--- config.mk ---
export PLATFORM = sky130hd
export DESIGN_NAME = control_unit
export DESIGN_NICKNAME = d
export VERILOG_FILES = /design/src/rtl/cpu_pkg.sv /design/src/rtl/opcode_classifier.sv /design/src/rtl/control_unit.sv
export SDC_FILE = /design/constraint.sdc
export NUM_CORES = 1
export LEC_CHECK = 0
export ABC_AREA = 1
export CAP_MARGIN = 20
export CORE_ASPECT_RATIO = 0.5
export CORE_MARGIN = 2
export CORE_UTILIZATION = 18
export CTS_CLUSTER_SIZE = 20
export DETAILED_ROUTE_END_ITERATION = 10
export PLACE_DENSITY = 0.91
export SLEW_MARGIN = 20
export SYNTH_ARGS = -nofsm -noshare
export SYNTH_HDL_FRONTEND = slang
export SYNTH_SLANG_ARGS = --single-unit
--- constraint.sdc ---
create_clock -name clk -period 2.4 [get_ports clk]
set_clock_uncertainty 0.15 [all_clocks]
set_input_delay 0.48 -clock clk [delete_from_list [all_inputs] [get_ports clk]]
set_output_delay 0.48 -clock clk [all_outputs]
set_load 0.005 [all_outputs]
--- src/rtl/cpu_pkg.sv ---
// ============================================================================
// cpu_pkg : shared types and constants for the 20-bit CPU control path
// Rev 1.0
// ============================================================================
`default_nettype none

package cpu_pkg;

    // Instruction field positions
    localparam int OP_MSB   = 19;
    localparam int OP_LSB   = 14;
    localparam int RS1_MSB  = 13;
    localparam int RS1_LSB  = 11;
    localparam int RS2_MSB  = 10;
    localparam int RS2_LSB  = 8;
    localparam int RD_MSB   = 7;
    localparam int RD_LSB   = 5;
    localparam int MODE_MSB = 1;
    localparam int MODE_LSB = 0;

    localparam logic [5:0] OP_TRAP = 6'd0;
    localparam logic [5:0] OP_JZ   = 6'd3;
    localparam logic [5:0] OP_AND  = 6'd9;
    localparam logic [5:0] OP_GT   = 6'd24;

    localparam logic [5:0] CF_LO  = 6'd1;
    localparam logic [5:0] CF_HI  = 6'd7;
    localparam logic [5:0] ALU_LO = 6'd8;
    localparam logic [5:0] ALU_HI = 6'd47;
    localparam logic [5:0] LD_LO  = 6'd48;
    localparam logic [5:0] LD_HI  = 6'd55;
    localparam logic [5:0] ST_LO  = 6'd56;
    localparam logic [5:0] ST_HI  = 6'd63;

    typedef enum logic [2:0] {
        ST_IDLE      = 3'd0,
        ST_FETCH     = 3'd1,
        ST_DECODE    = 3'd2,
        ST_EXECUTE   = 3'd3,
        ST_WRITEBACK = 3'd4,
        ST_TRAP      = 3'd5
    } state_e;

    // Only six general registers exist; encodings 6 and 7 are illegal
    function automatic logic reg_invalid(input logic [2:0] r);
        return r[2] & r[1];
    endfunction

endpackage

`default_nettype wire

--- src/rtl/opcode_classifier.sv ---
// ============================================================================
// opcode_classifier : combinational opcode -> class / operand-usage decode
// Rev 1.0
// ============================================================================
`default_nettype none

module opcode_classifier
    import cpu_pkg::*;
(
    input  logic [5:0] op_i,
    output logic       is_trap_o,
    output logic       has_wb_o,
    output logic       uses_rs1_o,
    output logic       uses_rs2_o,
    output logic       uses_rd_o
);

    logic is_cf;
    logic is_alu;
    logic is_ld;
    logic is_st;

    // Named opcodes listed explicitly so they stay visible in the decode
    assign is_cf  = ((op_i >= CF_LO)  && (op_i <= CF_HI))  || (op_i == OP_JZ);
    assign is_alu = ((op_i >= ALU_LO) && (op_i <= ALU_HI)) || (op_i == OP_AND) || (op_i == OP_GT);
    assign is_ld  = (op_i >= LD_LO) && (op_i <= LD_HI);
    assign is_st  = (op_i >= ST_LO) && (op_i <= ST_HI);

    assign is_trap_o  = (op_i == OP_TRAP);
    assign has_wb_o   = is_alu | is_ld;
    assign uses_rs1_o = is_cf | is_alu | is_ld | is_st;
    assign uses_rs2_o = is_alu | is_st;
    assign uses_rd_o  = is_alu | is_ld;

endmodule

`default_nettype wire

--- src/rtl/control_unit.sv ---
// ============================================================================
// control_unit : FETCH/DECODE/EXECUTE/WRITEBACK sequencer with TRAP handling.
// Optional macro TRAP_ON_FAULT_EN: datapath faults in EXECUTE enter TRAP.
// Rev 1.0
// ============================================================================
`default_nettype none

module control_unit
    import cpu_pkg::*;
#(
    parameter int IW   = 20,
    parameter int NREG = 6,
    parameter int OPW  = 6
) (
    input  logic          clk,
    input  logic          reset,
    input  logic [IW-1:0] instruction,
    input  logic          zero_flag,
    input  logic          sign_flag,
    input  logic          overflow_flag,
    input  logic          underflow_flag,
    input  logic          carry_flag_fw,
    input  logic          carry_flag_hwl,
    input  logic          carry_flag_hwh,
    input  logic          div_by_zero_flag,
    input  logic          half_word_mode,
    input  logic          same_reg_flag,
    input  logic          mem_violation_flag,
    input  logic          mem_corruption_flag,
    input  logic          trap_mode_flag,
    input  logic [IW-1:0] registers [NREG-1:0],
    output logic          fetch_enable,
    output logic          decode_enable,
    output logic          execute_enable,
    output logic          write_back_enable
);

    state_e        state_q;
    logic [IW-1:0] ir_q;

    logic [OPW-1:0] op;
    logic           is_trap;
    logic           has_wb;
    logic           uses_rs1;
    logic           uses_rs2;
    logic           uses_rd;
    logic           decode_trap;
    logic           fault_trap;

    assign op = ir_q[OP_MSB:OP_LSB];

    opcode_classifier u_classifier (
        .op_i       (op),
        .is_trap_o  (is_trap),
        .has_wb_o   (has_wb),
        .uses_rs1_o (uses_rs1),
        .uses_rs2_o (uses_rs2),
        .uses_rd_o  (uses_rd)
    );

    assign decode_trap = is_trap
                       | (uses_rs1 & reg_invalid(ir_q[RS1_MSB:RS1_LSB]))
                       | (uses_rs2 & reg_invalid(ir_q[RS2_MSB:RS2_LSB]))
                       | (uses_rd  & reg_invalid(ir_q[RD_MSB:RD_LSB]));

`ifdef TRAP_ON_FAULT_EN
    assign fault_trap = div_by_zero_flag | mem_violation_flag | mem_corruption_flag;
`else
    assign fault_trap = 1'b0;
`endif

    always_ff @(posedge clk) begin
        if (!reset) begin
            state_q <= ST_IDLE;
            ir_q    <= '0;
        end else begin
            case (state_q)
                ST_IDLE:      state_q <= ST_FETCH;
                ST_FETCH: begin
                    ir_q    <= instruction;
                    state_q <= ST_DECODE;
                end
                ST_DECODE:    state_q <= decode_trap ? ST_TRAP : ST_EXECUTE;
                ST_EXECUTE: begin
                    if (fault_trap)  state_q <= ST_TRAP;
                    else if (has_wb) state_q <= ST_WRITEBACK;
                    else             state_q <= ST_FETCH;
                end
                ST_WRITEBACK: state_q <= ST_FETCH;
                ST_TRAP:      state_q <= ST_FETCH;
                default:      state_q <= ST_IDLE;
            endcase
        end
    end

    // Gated with reset so the enables are quiet for the whole reset window
    assign fetch_enable      = reset & (state_q == ST_FETCH);
    assign decode_enable     = reset & (state_q == ST_DECODE);
    assign execute_enable    = reset & (state_q == ST_EXECUTE);
    assign write_back_enable = reset & (state_q == ST_WRITEBACK);

    // Datapath-only inputs: carried through a reduction so they stay connected
    logic [IW-1:0] reg_fold;
    always_comb begin
        reg_fold = '0;
        for (int i = 0; i < NREG; i++) reg_fold = reg_fold ^ registers[i];
    end

    logic unused_inputs;
    assign unused_inputs = ^{reg_fold, ir_q[RD_LSB-1:MODE_LSB], zero_flag, sign_flag,
                             overflow_flag, underflow_flag, carry_flag_fw, carry_flag_hwl,
                             carry_flag_hwh, half_word_mode, same_reg_flag, trap_mode_flag,
                             div_by_zero_flag, mem_violation_flag, mem_corruption_flag};

endmodule

`default_nettype wire

==> out/metrics.cfg, run 1 <==
[cts]
post-cts-setup-buffers=0
clk_pin_slew_ns=0.06
clock-sinks=15
htreeDepth=1
clockBufferDepth=2
cts_hold_buffers=0
cts_tree=yes
clk_latency_ns=0.25
clockRootBuffer=clkbuf_8
cts-buffers-inserted=3

[synth]
synth.cell_area_um2=668.1
synth_nets=249
netlist_instances=94
seq_area_frac_synth=0.4494
yosys_warnings=0
avgSynthCellArea_um2=7.108
ys_seq_elements=15
synth_cell_types=18

[worst_setup_path]
crit_fanout=5
crit_start=reset
crit_type=in -> out
end_kind=primary output
worstSetupStartpointType=input pin
cp.arrival_ns=1.67
r2r_start=state_q[1]$_SDFF_PN0_
required_ns=1.77

[sta]
slew_headroom=0.8212
holdWs_ns=0.3465
finalSetupViolations=0
rsz0062_at_grt=no
hold_violations=0
min_period_ns=2.295
tightest_slew_ns=0.2662
finalSetupTns_ns=0
finalCritPeriodShare=0.9564
max_freq_ghz=0.4357
drv_slew=0

[routing]
wl_mm=1.491
drc=0
ant_nets=0
vias=678
firstDrtPassIters=4
drtIter0Drc=78
wl_per_cell_um=8.982
vias_per_cell=4.084

[pwr]
switchingPower_uw=363.2
ir_drop_v=0.0002282
swShare=0.3765
pwr-share-comb=0.374
totalPowerFinal_uw=964.8
p_int_uw=601.6
power_density_nw_per_um2=1023
pwr-share-clk=0.210
cellLeakagePower_uw=0.0004095
power_frac_seq=0.416

[floorplanning]
num_rows=15
die_h_um=47.08
ios=159
coreArea_um2=3491
die_w_um=90.16
die_area_um2=4245
start_util=0.1914

[grt]
grt_usage=0.07793
grt_pass1_wl_mm=2.573
overflow=0
grt_pass1_vias=652
grt_max_degree=16
antenna_found_initial=0

[run]
max_cap_violations=0

[cells_and_area]
antenna_cells=0
nFillCells=373
finalInstanceArea_um2=943.4
instances_no_fill=166
post_route_cells_drive_above_1_share=0.09565
fin_nets=271
area_delta_synth_final_pct=41.20

[place]
place.gp.congestion=0.7946
io_buffers=17
place_area_um2=902.1
dp_cells=162
place_hpwl_mm=1.105

[min_path]
hp-start=ir_q[13]$_SDFFE_PN0N_
min_path_type=reg -> reg

[run_status]
outcome=finished, final reports clean

## per-layer routing
layer / routed length, µm / track usage / vias to the layer above / share of wire
li1: - / - / 346 / -
met1: 657 / 0.07907 / 322 / 0.44
met2: 765 / 0.1534 / 5 / 0.51
met3: 21 / 0.01445 / 5 / 0.014
met4: 46 / 0.06462 / 0 / 0.031
met5: 0 / 0 / - / 0
## kinds of logic (layout without fill, tap and decap cells)
kind of cell	count (synthesis)	count (layout)	synth area share
flops	15	15	0.4494
simple gates	48	48	0.3109
buf+inv	13	34	0.08989
compound gates	18	18	0.1498
## worst paths after layout
path / endpoint / slack, ns / cells after the start
setup / recovery: fetch_enable / 0.10 / 4
hold / removal: ir_q[13]$_SDFFE_PN0N_ / 0.35 / 2
setup reg to reg: state_q[1]$_SDFF_PN0_ / 1.10 / 4
hold reg to reg: ir_q[13]$_SDFFE_PN0N_ / 0.35 / 2
## worst max-delay path: stages
cell and delay [ns]:
clkdlybuf4s50_1 0.48, inv_1 0.09, nor2_1 0.11, clkdlybuf4s50_1 0.50
## power groups by stage
stage	clock, µW	combinational, µW	sequential [µW]
3_5_place_dp	0	363	404
3_3_place_gp	0	349	399
4_1_cts	207	361	399
6_report	202	361	402
5_1_grt	212	421	413
2_1_floorplan	0	286	390
## registers in the layout, indices dropped and copies added (netlist names)
name / count
ir_q: 12
state_q: 3
## cell usage in the layout, fill, tap and decap left out
master / Yosys / final
nor2_1: 27 / 27
dfxtp_1: 15 / 15
clkdlybuf4s50_1: 0 / 14
nand2_1: 12 / 12
inv_1: 8 / 8
o21ai_1: 7 / 7
o21ai_0: 7 / 7
nor4_1: 3 / 3
nand3_1: 3 / 3
clkbuf_8: 0 / 3
dlygate4sd2_1: 0 / 3
buf_4: 1 / 3
inv_2: 2 / 2
a21oi_2: 2 / 2
nor3_4: 1 / 1
nor3_1: 1 / 1
a21oi_1: 1 / 1
nand4_1: 1 / 1
a211oi_1: 1 / 1
clkbuf_1: 1 / 1
## through the flow
step           worst slack, ns    util
6_report                0.1046  0.2703
5_1_grt                0.02614  0.2703
4_1_cts                0.09890  0.2703
3_5_place_dp          -0.02385  0.2584
3_3_place_gp          0.007755  0.2584
2_1_floorplan           0.8772       -
## what timing repair did
| action | CTS | global route |
|---|---|---|
| endpoints found under the setup margin | 3 | 0 |
| hold endpoints to repair | 0 | 0 |
| gates resized for setup | 3 | 0 |
## cells in the mapped netlist
master    instances  area share
a211oi_1          1       0.011
a21oi_1           1      0.0075
a21oi_2           2       0.026
buf_4             1       0.011
buf_6             1       0.017
clkbuf_1          1      0.0056
dfxtp_1          15        0.45
inv_1             8       0.045
inv_2             2       0.011
nand2_1          12       0.067
nand3_1           3       0.022
nand4_1           1      0.0094
nor2_1           27        0.15
nor3_1            1      0.0075
nor3_4            1       0.024
nor4_1            3       0.028
o21ai_0           7       0.052
o21ai_1           7       0.052
## area by class of cell
| cell class | instances | area, µm² | area share |
|---|---|---|---|
| Multi-Input combinational cell | 66 | 307.8 | 0.3263 |
| Clock buffer | 4 | 45.04 | 0.04775 |
| Sequential cell | 15 | 300.3 | 0.3183 |
| Timing Repair Buffer | 20 | 188.9 | 0.2003 |
| Tap cell | 51 | 63.81 | 0.06764 |
| Inverter | 10 | 37.54 | 0.03979 |
Note: power is estimated with default switching activity, not from simulation.
==> run 2: changes to the inputs <==
--- a/config.mk
+++ b/config.mk
@@ -5,7 +5,6 @@
 export SDC_FILE = /design/constraint.sdc
 export NUM_CORES = 1
 export LEC_CHECK = 0
-export ABC_AREA = 1
 export CAP_MARGIN = 20
 export CORE_ASPECT_RATIO = 0.5
 export CORE_MARGIN = 2
@@ -13,6 +12,7 @@
 export CTS_CLUSTER_SIZE = 20
 export DETAILED_ROUTE_END_ITERATION = 10
 export PLACE_DENSITY = 0.91
+export RECOVER_POWER = 50
 export SLEW_MARGIN = 20
 export SYNTH_ARGS = -nofsm -noshare
 export SYNTH_HDL_FRONTEND = slang
==> run 2 against run 1 <==
- sequential power fell by 27%
- combinational power fell by 64%
- critical path type is now reg -> out
- first-iteration DRC count fell by 60%
- power fell by 36%
- global-route usage fell by 1.2 points
- largest cell class unchanged
- sequential cell count did not move
- synthesized cell count fell by 28%
- critical path depth did not move
==> out/metrics.cfg, run 2 <==
[run_status]
outcome=finished, final reports clean

[sta]
drv_slew=0
finalCritPeriodShare=0.9453
tightest_slew_ns=1.165
min_period_ns=2.269
slew_headroom=0.2193
hold_violations=0
rsz0062_at_grt=no
max_freq_ghz=0.4408
finalSetupViolations=0
setup_ws_ns=0.1312

[synth]
avgSynthCellArea_um2=9.807
synth_nets=223
synth_edf_count=0
ys_seq_elements=15
synth_cell_types=19
yosysMostFrequentCell=dfxtp_1
yosys_warnings=0
netlist_instances=68
yosysTopAreaCell=dfxtp_1
yosys.area.top_type_share=0.4503
ys_top_cells_by_count=15 x dfxtp_1, 13 x nor2b_1, 12 x mux2i_1
seq_area_frac_synth=0.4503
ys.flop_type=dfxtp_1
async_flop_share=0
synth.area.top_cells=dfxtp_1 45%, mux2i_1 18%, nor2b_1 12%, nor4b_1 2.6%, nor3_4 2.4%
synth.cell_area_um2=666.9

[worst_setup_path]
cp_slowest_stage_delay_ns=0.49
r2r_start=state_q[0]$_SDFF_PN0_
r2r_slack_ns=0.37
cp_cell_sequence=inv_1 -> nor4b_2 -> buf_4 -> clkdlybuf4s50_1
crit_type=reg -> out
worstSetupStartpointType=flip-flop
end_kind=primary output
reg2reg_to=ir_q[16]$_SDFFE_PN0N_
rr_worst_depth=4
cp.arrival_ns=1.64
critPathSlowestCell=clkdlybuf4s50_1
crit_fanout=5
critPathBufInv=3
crit_family=buffers and inverters
required_ns=1.77

[routing]
drc=0
drtIter0Drc=31
ant_nets=0
vias=548
vias_per_cell=3.832
firstDrtPassIters=3
wl_mm=1.327
wl_per_cell_um=9.280

[place]
io_buffers=17
place.gp.congestion=0.7019
place_hpwl_mm=1.026
pre_cts_slack_ns=-0.1915

[grt]
antenna_found_initial=0
overflow=0
grt_usage=0.06625
grt_pass1_wl_mm=2.194
grt_max_degree=13
grt_pass1_vias=549

[floorplanning]
ios=159
num_rows=15
die_w_um=90.08
start_util=0.1910
coreArea_um2=3491
die_area_um2=4237
die_h_um=47.04

[cells_and_area]
layout_common_cells=16 x clkdlybuf4s50_1, 14 x dfxtp_1, 13 x nor2b_1
largestRegisters=ir_q: 12 flops, state_q: 3 flops
post_route_cells_drive_above_1_share=0.1196
fin_nets=248
antenna_cells=0
post-route-util=0.2774
largest_reg_flops=12
area_delta_synth_final_pct=45.22
top_register=ir_q
final_common_cell=clkdlybuf4s50_1

[pwr]
power_density_nw_per_um2=641.3
cellLeakagePower_uw=0.0003565
ir_drop_v=0.0002019

[min_path]
min_path_type=reg -> reg
hold-path-endpoint=state_q[0]$_SDFF_PN0_
hp-start=state_q[0]$_SDFF_PN0_
holdPathStages=1

[cts]
clockBufferDepth=2
clockRootBuffer=clkbuf_8
clock-sinks=15
cts-buffers-inserted=3
clk_pin_slew_ns=0.06
post-cts-setup-buffers=0
htreeDepth=1
cts_tree=yes
clk_latency_ns=0.24

[run]
max_cap_violations=0

## run 2: cells by family (layout without fill, tap and decap cells)
group	Yosys count	in the layout	synth area share
flops	15	15	0.4503
buf+inv	4	28	0.03375
compound gates	9	9	0.08628
simple gates	28	28	0.2495
mux	12	12	0.1801
## run 2: layout make-up
cell class                 count  area [µm²]
timing repair buffer          22       206.4
clock buffer                   4       45.04
sequential                    15       301.5
inverter                       2       7.507
multi-input combinational     49       344.1
fill                         370        2522
tap                           51       63.81
## run 2: worst max-delay path by stage
stage	start	to	slack, ns	cells after the start
6_report	state_q[0]$_SDFF_PN0_	fetch_enable	0.13	4
5_1_grt	state_q[0]$_SDFF_PN0_	fetch_enable	0.05	4
4_1_cts	state_q[0]$_SDFF_PN0_	fetch_enable	0.07	4
3_5_place_dp	reset	fetch_enable	-0.19	4
3_3_place_gp	reset	fetch_enable	-0.16	4
2_1_floorplan	state_q[0]$_SDFF_PN0_	fetch_enable	0.90	2
## run 2: per-stage QoR
step | TNS, ns | area (µm²) | cells | hold slack, ns | power (µW)
3_5_place_dp | -0.5842 | 923.4 | 139 | 0.3597 | 432.4
3_3_place_gp | -0.5041 | 923.4 | 139 | 0.3482 | 427.7
6_report | 0 | 968.4 | 143 | 0.3329 | 621.1
4_1_cts | 0 | 973.4 | 143 | 0.3733 | 629.7
5_1_grt | 0 | 968.4 | 143 | 0.3483 | 654.5
2_1_floorplan | 0 | 666.9 | 68 | 0.3247 | 383.3
## run 2: layer usage
metal,global-route usage,share of wire,up-vias
met1,0.06358,0.40,254
met3,0.009631,0.011,5
li1,-,-,284
met5,0,0,-
met2,0.1429,0.56,5
met4,0.04615,0.027,0
## run 2: report_power, final
part           total (µW)  internal, µW  leakage, µW  switching [µW]
clock                 196           117    0.0000228            78.5
sequential            294           274     0.000123            20.4
combinational         131          76.3     0.000210            54.8
## run 2: repair_timing
item	4_1_cts	5_1_grt
gates cloned	0	0
setup endpoints to repair	4	1
hold buffers	0	0
gates resized for setup	2	1
